<file path="config.mk">
export PLATFORM = sky130hd
export DESIGN_NAME = seg_scan_readback
export DESIGN_NICKNAME = d
export VERILOG_FILES = /design/src/rtl/seg_pkg.sv /design/src/rtl/seg_to_bcd.sv /design/src/rtl/seg_scan_readback.sv
export SDC_FILE = /design/constraint.sdc
export NUM_CORES = 1
export LEC_CHECK = 0
export ABC_AREA = 1
export BUFFER_PORTS_ARGS = -buffer_cell sky130_fd_sc_hd__buf_2
export CAP_MARGIN = 20
export CORE_ASPECT_RATIO = 0.5
export CORE_UTILIZATION = 40
export DETAILED_ROUTE_END_ITERATION = 12
export SYNTH_ARGS = -nofsm -noshare
export SYNTH_HDL_FRONTEND = slang
export SYNTH_SLANG_ARGS = --single-unit
export TNS_END_PERCENT = 30
</file>
<file path="constraint.sdc">
create_clock -name clk -period 6.1 [get_ports clk]
set_input_delay 1.22 -clock clk [delete_from_list [all_inputs] [get_ports clk]]
set_output_delay 1.22 -clock clk [all_outputs]
set_load 0.01 [all_outputs]
</file>
<file path="src/rtl/seg_pkg.sv">
// Shared definitions for the 7-segment display path: active-low segment
// patterns (bit6=a .. bit0=g), special digit codes and the readback FSM states.
package seg_pkg;

  localparam logic [6:0] SEG_0     = 7'b0000001;
  localparam logic [6:0] SEG_1     = 7'b1001111;
  localparam logic [6:0] SEG_2     = 7'b0010010;
  localparam logic [6:0] SEG_3     = 7'b0000110;
  localparam logic [6:0] SEG_4     = 7'b1001100;
  localparam logic [6:0] SEG_5     = 7'b0100100;
  localparam logic [6:0] SEG_6     = 7'b0100000;
  localparam logic [6:0] SEG_7     = 7'b0001111;
  localparam logic [6:0] SEG_8     = 7'b0000000;
  localparam logic [6:0] SEG_9     = 7'b0001100;
  localparam logic [6:0] SEG_BLANK = 7'b1111111;

  localparam logic [3:0] DIG_BLANK = 4'hE;
  localparam logic [3:0] DIG_BAD   = 4'hF;

  typedef enum logic [1:0] {
    ST_IDLE,
    ST_SETTLE,
    ST_HOLD
  } scan_state_e;

endpackage

</file>
<file path="src/rtl/seg_to_bcd.sv">
// Combinational inverse of the segment encoder: active-low pattern to BCD,
// with blank mapped to DIG_BLANK and anything unrecognised flagged as bad.
module seg_to_bcd
  import seg_pkg::*;
(
  input  logic [6:0] seg,
  output logic [3:0] code,
  output logic       bad
);

  always_comb begin
    // NOTE: every output gets a default first so no path through the case leaves it unassigned (no latch).
    code = DIG_BAD;
    bad  = 1'b0;
    case (seg)
      SEG_0:     code = 4'd0;
      SEG_1:     code = 4'd1;
      SEG_2:     code = 4'd2;
      SEG_3:     code = 4'd3;
      SEG_4:     code = 4'd4;
      SEG_5:     code = 4'd5;
      SEG_6:     code = 4'd6;
      SEG_7:     code = 4'd7;
      SEG_8:     code = 4'd8;
      SEG_9:     code = 4'd9;
      SEG_BLANK: code = DIG_BLANK;
      default:   bad  = 1'b1;
    endcase
  end

endmodule

</file>
<file path="src/rtl/seg_scan_readback.sv">
// Readback monitor for a multiplexed 7-segment bus: captures each digit once it
// has settled, assembles frames, and publishes a value after it stays stable.
module seg_scan_readback
  import seg_pkg::*;
#(
  parameter int NUM_DIGITS    = 4,
  parameter int SETTLE_CYCLES = 4,
  parameter int STABLE_FRAMES = 2
) (
  input  logic                    clk,
  input  logic                    rst_n,
  input  logic [6:0]              seg_in,
  input  logic [NUM_DIGITS-1:0]   an_in,
  output logic [4*NUM_DIGITS-1:0] digits_out,
  output logic                    valid,
  output logic                    frame_done,
  output logic                    pattern_err,
  output logic                    an_err
);

  localparam int IDX_W = (NUM_DIGITS > 1) ? $clog2(NUM_DIGITS) : 1;
  localparam int CNT_W = $clog2(SETTLE_CYCLES + 1);
  localparam int STB_W = $clog2(STABLE_FRAMES + 1);

  scan_state_e             state, state_next;
  logic [NUM_DIGITS-1:0]   an_q;
  logic [6:0]              seg_q;
  logic                    multi_q;
  logic [CNT_W-1:0]        settle_cnt, cnt_next;
  logic [IDX_W-1:0]        idx, idx_next, idx_in;
  logic [NUM_DIGITS-1:0]   seen, seen_next;
  logic [4*NUM_DIGITS-1:0] shadow, shadow_next, prev_frame;
  logic [STB_W-1:0]        stable_cnt, stb_next;

  logic                    an_onehot, an_multi, an_chg, seg_chg;
  logic                    capture, frame_complete, publish;
  logic [3:0]              dec_code;
  logic                    dec_bad;

  seg_to_bcd u_dec (
    .seg  (seg_in),
    .code (dec_code),
    .bad  (dec_bad)
  );

  always_comb begin
    an_onehot = ($countones(~an_in) == 1);
    an_multi  = ($countones(~an_in) > 1);
    an_chg    = (an_in != an_q);
    seg_chg   = (seg_in != seg_q);
    idx_in    = '0;
    for (int i = 0; i < NUM_DIGITS; i++) begin
      if (!an_in[i]) idx_in = IDX_W'(i);
    end
  end

  // State register
  always_ff @(posedge clk or negedge rst_n) begin
    if (!rst_n) state <= ST_IDLE;
    // NOTE: sequential state uses non-blocking assignments so every flop samples pre-edge values.
    else        state <= state_next;
  end

  // Output/datapath comb: settle counting, capture decision and frame bookkeeping.
  always_comb begin
    cnt_next = settle_cnt;
    idx_next = idx;
    if (an_onehot && an_chg) begin
      cnt_next = CNT_W'(1);
      idx_next = idx_in;
    end else if (an_onehot && state == ST_SETTLE) begin
      cnt_next = seg_chg ? CNT_W'(1) : settle_cnt + CNT_W'(1);
    end
    capture = an_onehot && (an_chg || state == ST_SETTLE)
              && (cnt_next == CNT_W'(SETTLE_CYCLES));

    shadow_next = shadow;
    seen_next   = seen;
    if (capture) begin
      shadow_next[4*idx_next +: 4] = dec_code;
      seen_next[idx_next]          = 1'b1;
    end
    frame_complete = capture && (&seen_next);

    if (shadow_next != prev_frame)                 stb_next = STB_W'(1);
    else if (stable_cnt == STB_W'(STABLE_FRAMES))  stb_next = stable_cnt;
    else                                           stb_next = stable_cnt + STB_W'(1);
    publish = frame_complete && (stb_next == STB_W'(STABLE_FRAMES));
  end

  // Next-state comb
  always_comb begin
    state_next = state;
    if (!an_onehot)                             state_next = ST_IDLE;
    else if (an_chg)                            state_next = capture ? ST_HOLD : ST_SETTLE;
    else if (state == ST_SETTLE && capture)     state_next = ST_HOLD;
  end

  // NOTE: shadow has no reset; seen guarantees every entry is rewritten before a frame is used.
  always_ff @(posedge clk) begin
    shadow <= shadow_next;
  end

  always_ff @(posedge clk or negedge rst_n) begin
    if (!rst_n) begin
      an_q        <= '1;
      seg_q       <= SEG_BLANK;
      multi_q     <= 1'b0;
      settle_cnt  <= '0;
      idx         <= '0;
      seen        <= '0;
      prev_frame  <= '0;
      stable_cnt  <= '0;
      digits_out  <= '0;
      valid       <= 1'b0;
      frame_done  <= 1'b0;
      pattern_err <= 1'b0;
      an_err      <= 1'b0;
    end else begin
      an_q        <= an_in;
      seg_q       <= seg_in;
      multi_q     <= an_multi;
      settle_cnt  <= cnt_next;
      idx         <= idx_next;
      seen        <= frame_complete ? '0 : seen_next;
      frame_done  <= frame_complete;
      pattern_err <= capture && dec_bad;
      an_err      <= an_multi && !multi_q;
      if (frame_complete) begin
        prev_frame <= shadow_next;
        stable_cnt <= stb_next;
      end
      if (publish) begin
        digits_out <= shadow_next;
        valid      <= 1'b1;
      end
    end
  end

endmodule
</file>
==> results.json, run 1 <==
{
  "cpPeakStageDelay_ns": 0.53,
  "antenna_found_initial": 0,
  "synth_flop_cell": "dfrtp_1",
  "grt_start_max_net_pins": 62,
  "clock_latency_ns": 0.35,
  "max_cap_viol_count": 0,
  "synth_cells": 657,
  "drt_wl_total_mm": 10.3,
  "path_max_fanout": 18,
  "wl_per_cell_um": 12.3,
  "drcViolationCount": 0,
  "ant_nets": 0,
  "clock_path_buffers": 2,
  "synth_edf_count": 0,
  "synthArstFlopShare": 0.792,
  "grt-ovfl-total": 0,
  "clock.fmax_mhz": 201,
  "final_cell_area_mm2": 0.00518,
  "ys_seq_area_frac": 0.402,
  "rr_startpoint": "an_q[1]",
  "io_pins": 33,
  "worst_path_max_delay_cell": "fa_1",
  "start_util": 0.416,
  "fin_worst_skew_ns": 0.0116,
  "drive_above_1_share": 0.173,
  "cp-start-kind": "input pin",
  "grt_setup_unrepaired": "false",
  "fin_crit_sh": 0.814,
  "numCtsBuffers": 9,
  "cts-root-buf": "clkbuf_16",
  "cts.sinks": 77,
  "ys_ff_latch": 77,
  "slew_headroom": 0.445,
  "worstSetupPathType": "in -> reg",
  "dr.pass1.iters": 5,
  "critPathMostFrequentCell": "nand2_1",
  "grt_usage": 0.185,
  "tightestPinTransition_ns": 0.832,
  "cts_tree": "yes",
  "hpwl_mm": 7.63,
  "num_antenna_cells": 0,
  "cp.required_ns": 6.38,
  "multiInputGateArea_mm2": 0.00225,
  "cts_hold_buf": 0,
  "die_width_um": 154,
  "vdd_drop_max_v": 0.000156,
  "syn_area_mm2": 0.00463,
  "arrival_ns": 5.25,
  "synth_area_per_cell_um2": 7.04,
  "p_per_area_mw_per_mm2": 257,
  "setup_tns_ns": 0,
  "cts_resized": 0,
  "hold_path_class": "reg -> reg",
  "synth_top_area_frac": 0.270,
  "gp_routability_congestion": 0.844,
  "vias_per_cell": 4.73,
  "die_area_mm2": 0.0120,
  "hp-start": "multi_q",
  "status": "completed",
  "area_growth_syn_to_layout_pct": 12.0,
  "ff2ff_setup_slack_ns": 2.77,
  "finalCriticalPeriod_ns": 4.96,
  "post_cts_buffers": 0,
  "synth.distinct_cells": 36,
  "hold_viol_final": 0,
  "grt_pass1_vias": 3547,
  "r2r_cells": 22,
  "vias": 3969,
  "io_buffers": 32,
  "pre_cts_ws_ns": 0.767,
  "critPathCaptureType": "flop",
  "hold_end": "an_err",
  "slew_viol_final": 0,
  "place_area_mm2": 0.00490,
  "power_leakage_nw": 2.94,
  "coreArea_mm2": 0.0111,
  "postLayoutSetupSlackWorst_ns": 1.14,
  "fin_nets": 713,
  "syn-num-nets": 680,
  "n_fill_cell": 1092,
  "fp-row-count": 27,
  "seq_area_mm2": 0.00186,
  "ctsHtreeMaxLevel": 3,
  "worstHoldPathCells": 1,
  "ys_top_cells_by_area": "dfrtp_1 27%, nand2_1 19%, inv_1 7.7%",
  "drtIter0Drc": 174,
  "synth_top_area_cell": "dfrtp_1",
  "yosys_warnings": 0,
  "r2r_end": "digits_out[2]",
  "die_y_um": 78.0,
  "path_clk_slew_ns": 0.07,
  "finalSetupViolCount": 0,
  "synth.most_common_cell": "nand2_1",
  "synthTopCellsByCount": "229 x nand2_1, 95 x inv_1, 53 x nand3_1, 50 x dfrtp_1, 49 x nor2_1",
  "grt_pass1_wl_mm": 17.3
}
how the worst max path moves through the flow:
stage                           to     start
CTS                  digits_out[3]  an_in[0]
detailed placement   digits_out[3]  an_in[0]
floorplan            digits_out[0]  an_in[0]
global route         stable_cnt[0]  an_in[0]
finish               digits_out[2]  an_in[0]
global placement    digits_out[11]  an_in[0]
flip-flops by register name, summed over array words and instances (netlist names), 2 cells and up:
signal      flops
seg_q           7
digits_out     16
state           2
prev_frame     16
stable_cnt      2
shadow         16
an_q            4
settle_cnt      3
idx             2
seen            4
per-stage QoR:
| stage | hold slack [ns] | total power, mW | utilization | cells |
|---|---|---|---|---|
| after floorplan | 0.386 | 0.759 | - | 657 |
| after global placement | 0.400 | 0.830 | 0.441 | 824 |
| after detailed placement | 0.410 | 0.832 | 0.441 | 824 |
| after CTS | 0.418 | 1.34 | 0.466 | 840 |
| after global routing | 0.428 | 1.41 | 0.466 | 840 |
| final | 0.415 | 1.33 | 0.466 | 840 |
cell type report:
| cell class | instances | area share |
|---|---|---|
| tap | 145 | 0.0350 |
| sequential | 77 | 0.359 |
| clock inverter | 6 | 0.00942 |
| clock buffer | 10 | 0.0442 |
| timing repair buffer | 36 | 0.0367 |
| multi-input combinational | 454 | 0.434 |
| inverter | 112 | 0.0812 |
cells in the final DEF (no fill, tap or decap), types with 4 or more instances in the layout:
master | netlist | final
a21oi_1 | 5 | 5
buf_2 | 4 | 32
buf_4 | 2 | 4
clkbuf_16 | 0 | 9
dfrtp_1 | 50 | 50
dfstp_2 | 11 | 11
dfxtp_1 | 16 | 16
ha_1 | 9 | 9
inv_1 | 95 | 95
inv_2 | 14 | 14
nand2_1 | 229 | 229
nand2_2 | 12 | 12
nand3_1 | 53 | 53
nand3_2 | 5 | 5
nand4_1 | 33 | 33
nor2_1 | 49 | 49
nor2_2 | 12 | 12
nor3_1 | 4 | 4
o21ai_0 | 18 | 18
cell families (layout without fill, tap and decap cells):
| family | after synthesis | count (layout) | synth area share |
|---|---|---|---|
| adder cells (fa/ha/maj) | 10 | 10 | 0.0287 |
| buffers and inverters | 126 | 164 | 0.111 |
| AND/OR/NAND/NOR | 413 | 413 | 0.420 |
| flip-flops | 77 | 77 | 0.402 |
| AO/OA/AOI/OAI | 30 | 30 | 0.0360 |
| XOR/XNOR | 1 | 1 | 0.00189 |
layer usage:
layer,track usage,vias to the layer above,share of wire
met5,0,-,0
met4,0.0630,0,0.016
met3,0.0398,14,0.041
met2,0.258,71,0.39
met1,0.278,1777,0.56
li1,-,2107,-
power by group:
part / leakage, nW / total [mW] / internal, mW / switching [mW]
Sequential: 0.878 / 0.541 / 0.531 / 0.00955
Combinational: 1.93 / 0.286 / 0.0756 / 0.211
Clock: 0.131 / 0.504 / 0.279 / 0.225
critical path, delay by kind of cell:
family	cells	cell delay [ns]
AO/OA/AOI/OAI	1	0.15
adder cells (fa/ha/maj)	4	1.30
AND/OR/NAND/NOR	16	2.02
buffers and inverters	5	0.55
(Power assumes the default switching activity.)
==> inputs of run 2 (changes only) <==
- clock period: 6.1 -> 4.9 ns (I/O delays scaled with it)
==> results.json, run 2 (synthesized netlist as in run 1, its figures left out) <==
{
  "status": "completed",
  "final_cell_mix": "229 x nand2_1, 95 x inv_1, 53 x nand3_1, 50 x dfrtp_1, 49 x nor2_1",
  "grt_pass1_vias": 3698,
  "wl_met3_um": 412,
  "antenna_found_initial": 0,
  "num_antenna_cells": 0,
  "area_growth_syn_to_layout_pct": 14.8,
  "clock.fmax_mhz": 222,
  "path_max_fanout": 13,
  "cts.sinks": 77,
  "n_fill_cell": 1107,
  "grt_start_max_net_pins": 40,
  "io_buffers": 32,
  "arrival_ns": 4.78,
  "max_cap_viol_count": 0,
  "critPathCaptureType": "flop",
  "swShare": 0.330,
  "hold_viol_final": 0,
  "wl_per_cell_um": 12.4,
  "ctsHtreeMaxLevel": 3,
  "layout_commonest_cell": "nand2_1",
  "finalSetupViolCount": 0,
  "slew_headroom": 0.410,
  "final_cell_count_no_fill": 854,
  "drive_above_1_share": 0.189,
  "hp-start": "multi_q",
  "cts_tree": "yes",
  "worstSetupPathType": "in -> reg",
  "drt_wl_total_mm": 10.6,
  "die_width_um": 154,
  "m1WireLength_mm": 5.66,
  "clock_path_buffers": 2,
  "grt_setup_unrepaired": "false",
  "finalCriticalPeriod_ns": 4.50,
  "start_util": 0.416,
  "slew_viol_final": 0,
  "utilization": 0.478,
  "p_int_mw": 1.14,
  "switchingPower_uw": 562,
  "coreArea_mm2": 0.0111,
  "cts_resized": 0,
  "die_y_um": 78.0,
  "post_cts_buffers": 0,
  "p_per_area_mw_per_mm2": 321,
  "holdWs_ns": 0.406,
  "top_layer": "met4",
  "vias": 4001,
  "drcViolationCount": 0,
  "hold_path_class": "reg -> reg",
  "top_regs": "digits_out (16), prev_frame (16), shadow (16)",
  "clock_latency_ns": 0.35,
  "setup_tns_ns": 0,
  "ant_nets": 0,
  "dr_wl_met2_mm": 4.46,
  "dr.pass1.iters": 4,
  "crit_start": "an_in[0]",
  "io_pins": 33,
  "vdd_drop_max_v": 0.000173,
  "hpwl_mm": 8.07,
  "cp-start-kind": "input pin",
  "grt-ovfl-total": 0,
  "power_leakage_nw": 3.02,
  "pwr-share-seq": 0.395,
  "fp-row-count": 27,
  "grt_usage": 0.190,
  "drtIter0Drc": 234,
  "fin_worst_skew_ns": 0.0132,
  "tightestPinTransition_ns": 0.885,
  "numCtsBuffers": 9,
  "seq_area_mm2": 0.00186,
  "die_area_mm2": 0.0120,
  "rr_startpoint": "an_q[1]",
  "multiInputGateArea_mm2": 0.00225,
  "gp_routability_congestion": 0.827,
  "cts_hold_buf": 0,
  "combPwrFrac": 0.234,
  "clockPowerShare": 0.370,
  "path_clk_slew_ns": 0.06,
  "fin_nets": 727,
  "vias_per_cell": 4.69,
  "grt_pass1_wl_mm": 17.7,
  "place_inst": 838,
  "cp.required_ns": 5.18,
  "cts-root-buf": "clkbuf_16",
  "fin_crit_sh": 0.918
}
## run 2: final timing paths
kind | end | slack, ns | depth (start not counted)
worst max register to register | digits_out[10] | 1.76 | 21
worst max-delay path | digits_out[9] | 0.40 | 27
min in group asynchronous | an_err | 0.76 | 1
worst min-delay path | an_err | 0.41 | 1
max in group asynchronous | seen[0] | 3.27 | 2
worst min register to register | an_err | 0.41 | 1
## run 2: critical path, cell delays in order
cell and delay, ns:
buf_2 0.13, fa_1 0.54, inv_1 0.04, ha_1 0.19
inv_1 0.06, ha_1 0.22, nor2_2 0.16, nand2_1 0.12
inv_2 0.17, nand2_4 0.07, nand2_1 0.09, nand2_2 0.06
ha_1 0.30, inv_1 0.13, nand3_1 0.12, nor2_1 0.14
nand4_2 0.12, nand2_2 0.16, nand2_1 0.07, nand2_1 0.06
nand2_1 0.07, nor2_2 0.13, nand2_2 0.10, nor2_8 0.14
buf_12 0.14, nand4_1 0.12, nand2_1 0.13
## run 2: power groups by stage
stage | clock network, mW | logic (mW) | registers (mW)
2_1_floorplan | 0 | 0.260 | 0.684
3_3_place_gp | 0 | 0.392 | 0.685
3_5_place_dp | 0 | 0.395 | 0.685
4_1_cts | 0.648 | 0.397 | 0.673
5_1_grt | 0.671 | 0.454 | 0.676
6_report | 0.631 | 0.399 | 0.673
## run 2: layer usage
metal,up-vias,track usage
met5,-,0
met4,0,0.0510
met3,8,0.0436
met2,57,0.296
met1,1793,0.264
li1,2143,-
## run 2: cell type report
cell class	count	share of cell area
multi-input combinational	454	0.424
inverter	112	0.0792
timing repair buffer	50	0.0603
sequential	77	0.350
tap	145	0.0342
clock buffer	11	0.0457
clock inverter	5	0.00683
## run 2: metrics by stage
step           setup WS (ns)  instance area [um2]  total power [mW]
6_report               0.403                 5310              1.70
5_1_grt               0.0338                 5310              1.80
4_1_cts                0.418                 5310              1.72
3_5_place_dp          0.0792                 5030              1.08
3_3_place_gp           0.126                 5030              1.08
2_1_floorplan          0.522                 4630             0.944
==> inputs of run 3 (changes only) <==
- CELL_PAD_IN_SITES_DETAIL_PLACEMENT: default -> 1
- CELL_PAD_IN_SITES_GLOBAL_PLACEMENT: default -> 2
- CORE_UTILIZATION: 40 -> 35
- PLACE_DENSITY_LB_ADDON: default -> 0.1
==> results.json, run 3 (synthesized netlist as in run 1, its figures left out) <==
{
  "worst-path-buf-inv": 6,
  "wl_per_cell_um": 14.2,
  "postLayoutSetupSlackWorst_ns": 0.398,
  "slew_headroom": 0.550,
  "clockPowerShare": 0.392,
  "combPwrFrac": 0.224,
  "cts_hold_buf": 0,
  "grt_usage": 0.199,
  "clock_latency_ns": 0.35,
  "die_width_um": 165,
  "final_cell_area_mm2": 0.00534,
  "drive_above_1_share": 0.188,
  "num_antenna_cells": 0,
  "start_util": 0.362,
  "clock.fmax_mhz": 222,
  "vdd_drop_max_v": 0.000158,
  "clock_path_buffers": 2,
  "path_clk_slew_ns": 0.07,
  "coreArea_mm2": 0.0128,
  "worst_path_max_delay_cell": "fa_1",
  "p_int_mw": 1.18,
  "arrival_ns": 4.74,
  "place_area_mm2": 0.00504,
  "power_leakage_nw": 3.02,
  "vias": 4134,
  "cts_tree": "yes",
  "utilization": 0.418,
  "io_pins": 33,
  "hold_path_class": "reg -> reg",
  "cp.depth": 27,
  "max_cap_viol_count": 0,
  "grt-ovfl-total": 0,
  "final_cell_mix": "229 x nand2_1, 95 x inv_1, 53 x nand3_1, 50 x dfrtp_1, 48 x nor2_1",
  "swShare": 0.331,
  "slew_viol_final": 0,
  "ant_nets": 0,
  "cp-endpoint": "stable_cnt[0]",
  "n_fill_cell": 1629,
  "tightestPinTransition_ns": 0.675,
  "fin_nets": 725,
  "layout_commonest_cell": "nand2_1",
  "cts-root-buf": "clkbuf_16",
  "critPathMostFrequentCell": "nand2_1",
  "hold_viol_final": 0,
  "grt_setup_unrepaired": "false",
  "fp-row-count": 29,
  "fin_worst_skew_ns": 0.0128,
  "drtIter0Drc": 163,
  "p_per_area_mw_per_mm2": 329,
  "grt_start_max_net_pins": 48,
  "critPathCaptureType": "flop",
  "pwr-share-seq": 0.384,
  "gp_routability_congestion": 0.858,
  "area_growth_syn_to_layout_pct": 15.5,
  "io_buffers": 32,
  "dr.pass1.iters": 4,
  "crit_start": "an_in[0]",
  "hpwl_mm": 9.54,
  "r2r_end": "stable_cnt[0]",
  "vias_per_cell": 4.71,
  "rr_startpoint": "an_q[1]",
  "drcViolationCount": 0,
  "ff2ff_setup_slack_ns": 1.69,
  "finalSetupViolCount": 0,
  "fin_crit_sh": 0.919,
  "cts.sinks": 77,
  "cts_resized": 0,
  "grt_pass1_vias": 4167,
  "switchingPower_uw": 580,
  "status": "completed",
  "ctsHtreeMaxLevel": 3,
  "cp-start-kind": "input pin",
  "finalCriticalPeriod_ns": 4.50,
  "numCtsBuffers": 9,
  "grt_pass1_wl_mm": 21.1,
  "top_regs": "digits_out (16), prev_frame (16), shadow (16)",
  "drt_wl_total_mm": 12.5,
  "cp.required_ns": 5.14,
  "antenna_found_initial": 0,
  "pre_cts_ws_ns": -0.0205,
  "post_cts_buffers": 0,
  "setup_tns_ns": 0,
  "cpPeakStageDelay_ns": 0.53,
  "die_y_um": 83.3,
  "path_max_fanout": 18,
  "die_area_mm2": 0.0137,
  "r2r_cells": 22,
  "worstSetupPathType": "in -> reg",
  "cp_top_family": "simple AND/OR/NAND/NOR gates"
}
==> run 3: per-stage QoR <==
step                      total power [mW]  hold slack, ns  std cells
final                                 1.76           0.407        877
after global routing                  1.86           0.417        877
after CTS                             1.78           0.411        877
after detailed placement              1.08           0.403        861
after global placement                1.07           0.413        861
after floorplan                      0.944           0.386        657
==> run 3: layout make-up <==
| cell class | count | area (um2) | share of cell area |
|---|---|---|---|
| flip-flops and latches | 77 | 1860 | 0.348 |
| repair buffers | 48 | 293 | 0.0548 |
| clock buffers | 10 | 229 | 0.0429 |
| clock inverters | 6 | 71.3 | 0.0134 |
| well taps | 170 | 213 | 0.0398 |
| inverters | 112 | 423 | 0.0792 |
| multi-input cells | 454 | 2250 | 0.422 |
==> run 3: power by group through the flow <==
stage          clock network [mW]  registers [mW]  logic [mW]
6_report                    0.689           0.674       0.393
5_1_grt                     0.737           0.676       0.447
4_1_cts                     0.711           0.674       0.395
3_5_place_dp                    0           0.686       0.393
3_3_place_gp                    0           0.686       0.385
2_1_floorplan                   0           0.684       0.260
==> run 3: worst reg2reg max path: stages, from the launching register on <==
cell	delay, ns
dfstp_2	0.53
inv_1	0.04
nand2_1	0.05
nand2_1	0.05
nor2_2	0.16
nand2_4	0.11
nand3_1	0.14
nand2_2	0.08
ha_1	0.33
inv_1	0.15
nand3_1	0.13
nor2_1	0.14
nand4_2	0.12
nand2_2	0.16
nand2_1	0.07
nand2_1	0.06
nand2_1	0.07
nor2_2	0.13
nand2_2	0.10
nor2_8	0.26
nand2_1	0.08
o21ai_0	0.08
inv_1	0.06
==> run 3: worst min path at each step <==
stage	startpoint	end	slack [ns]	depth (start not counted)
after global placement	multi_q	an_err	0.41	1
after global routing	multi_q	an_err	0.42	1
after detailed placement	multi_q	an_err	0.40	1
after CTS	multi_q	an_err	0.41	1
after floorplan	multi_q	an_err	0.39	1
final	multi_q	an_err	0.41	1
==> run 3: layer usage <==
metal / vias up / track usage / wire length, um / part of all wire
met5: - / 0 / 0 / 0
met4: 0 / 0.0484 / 91 / 0.0073
met3: 6 / 0.0420 / 389 / 0.031
met2: 51 / 0.288 / 5140 / 0.41
met1: 1936 / 0.297 / 6840 / 0.55
li1: 2141 / - / - / -
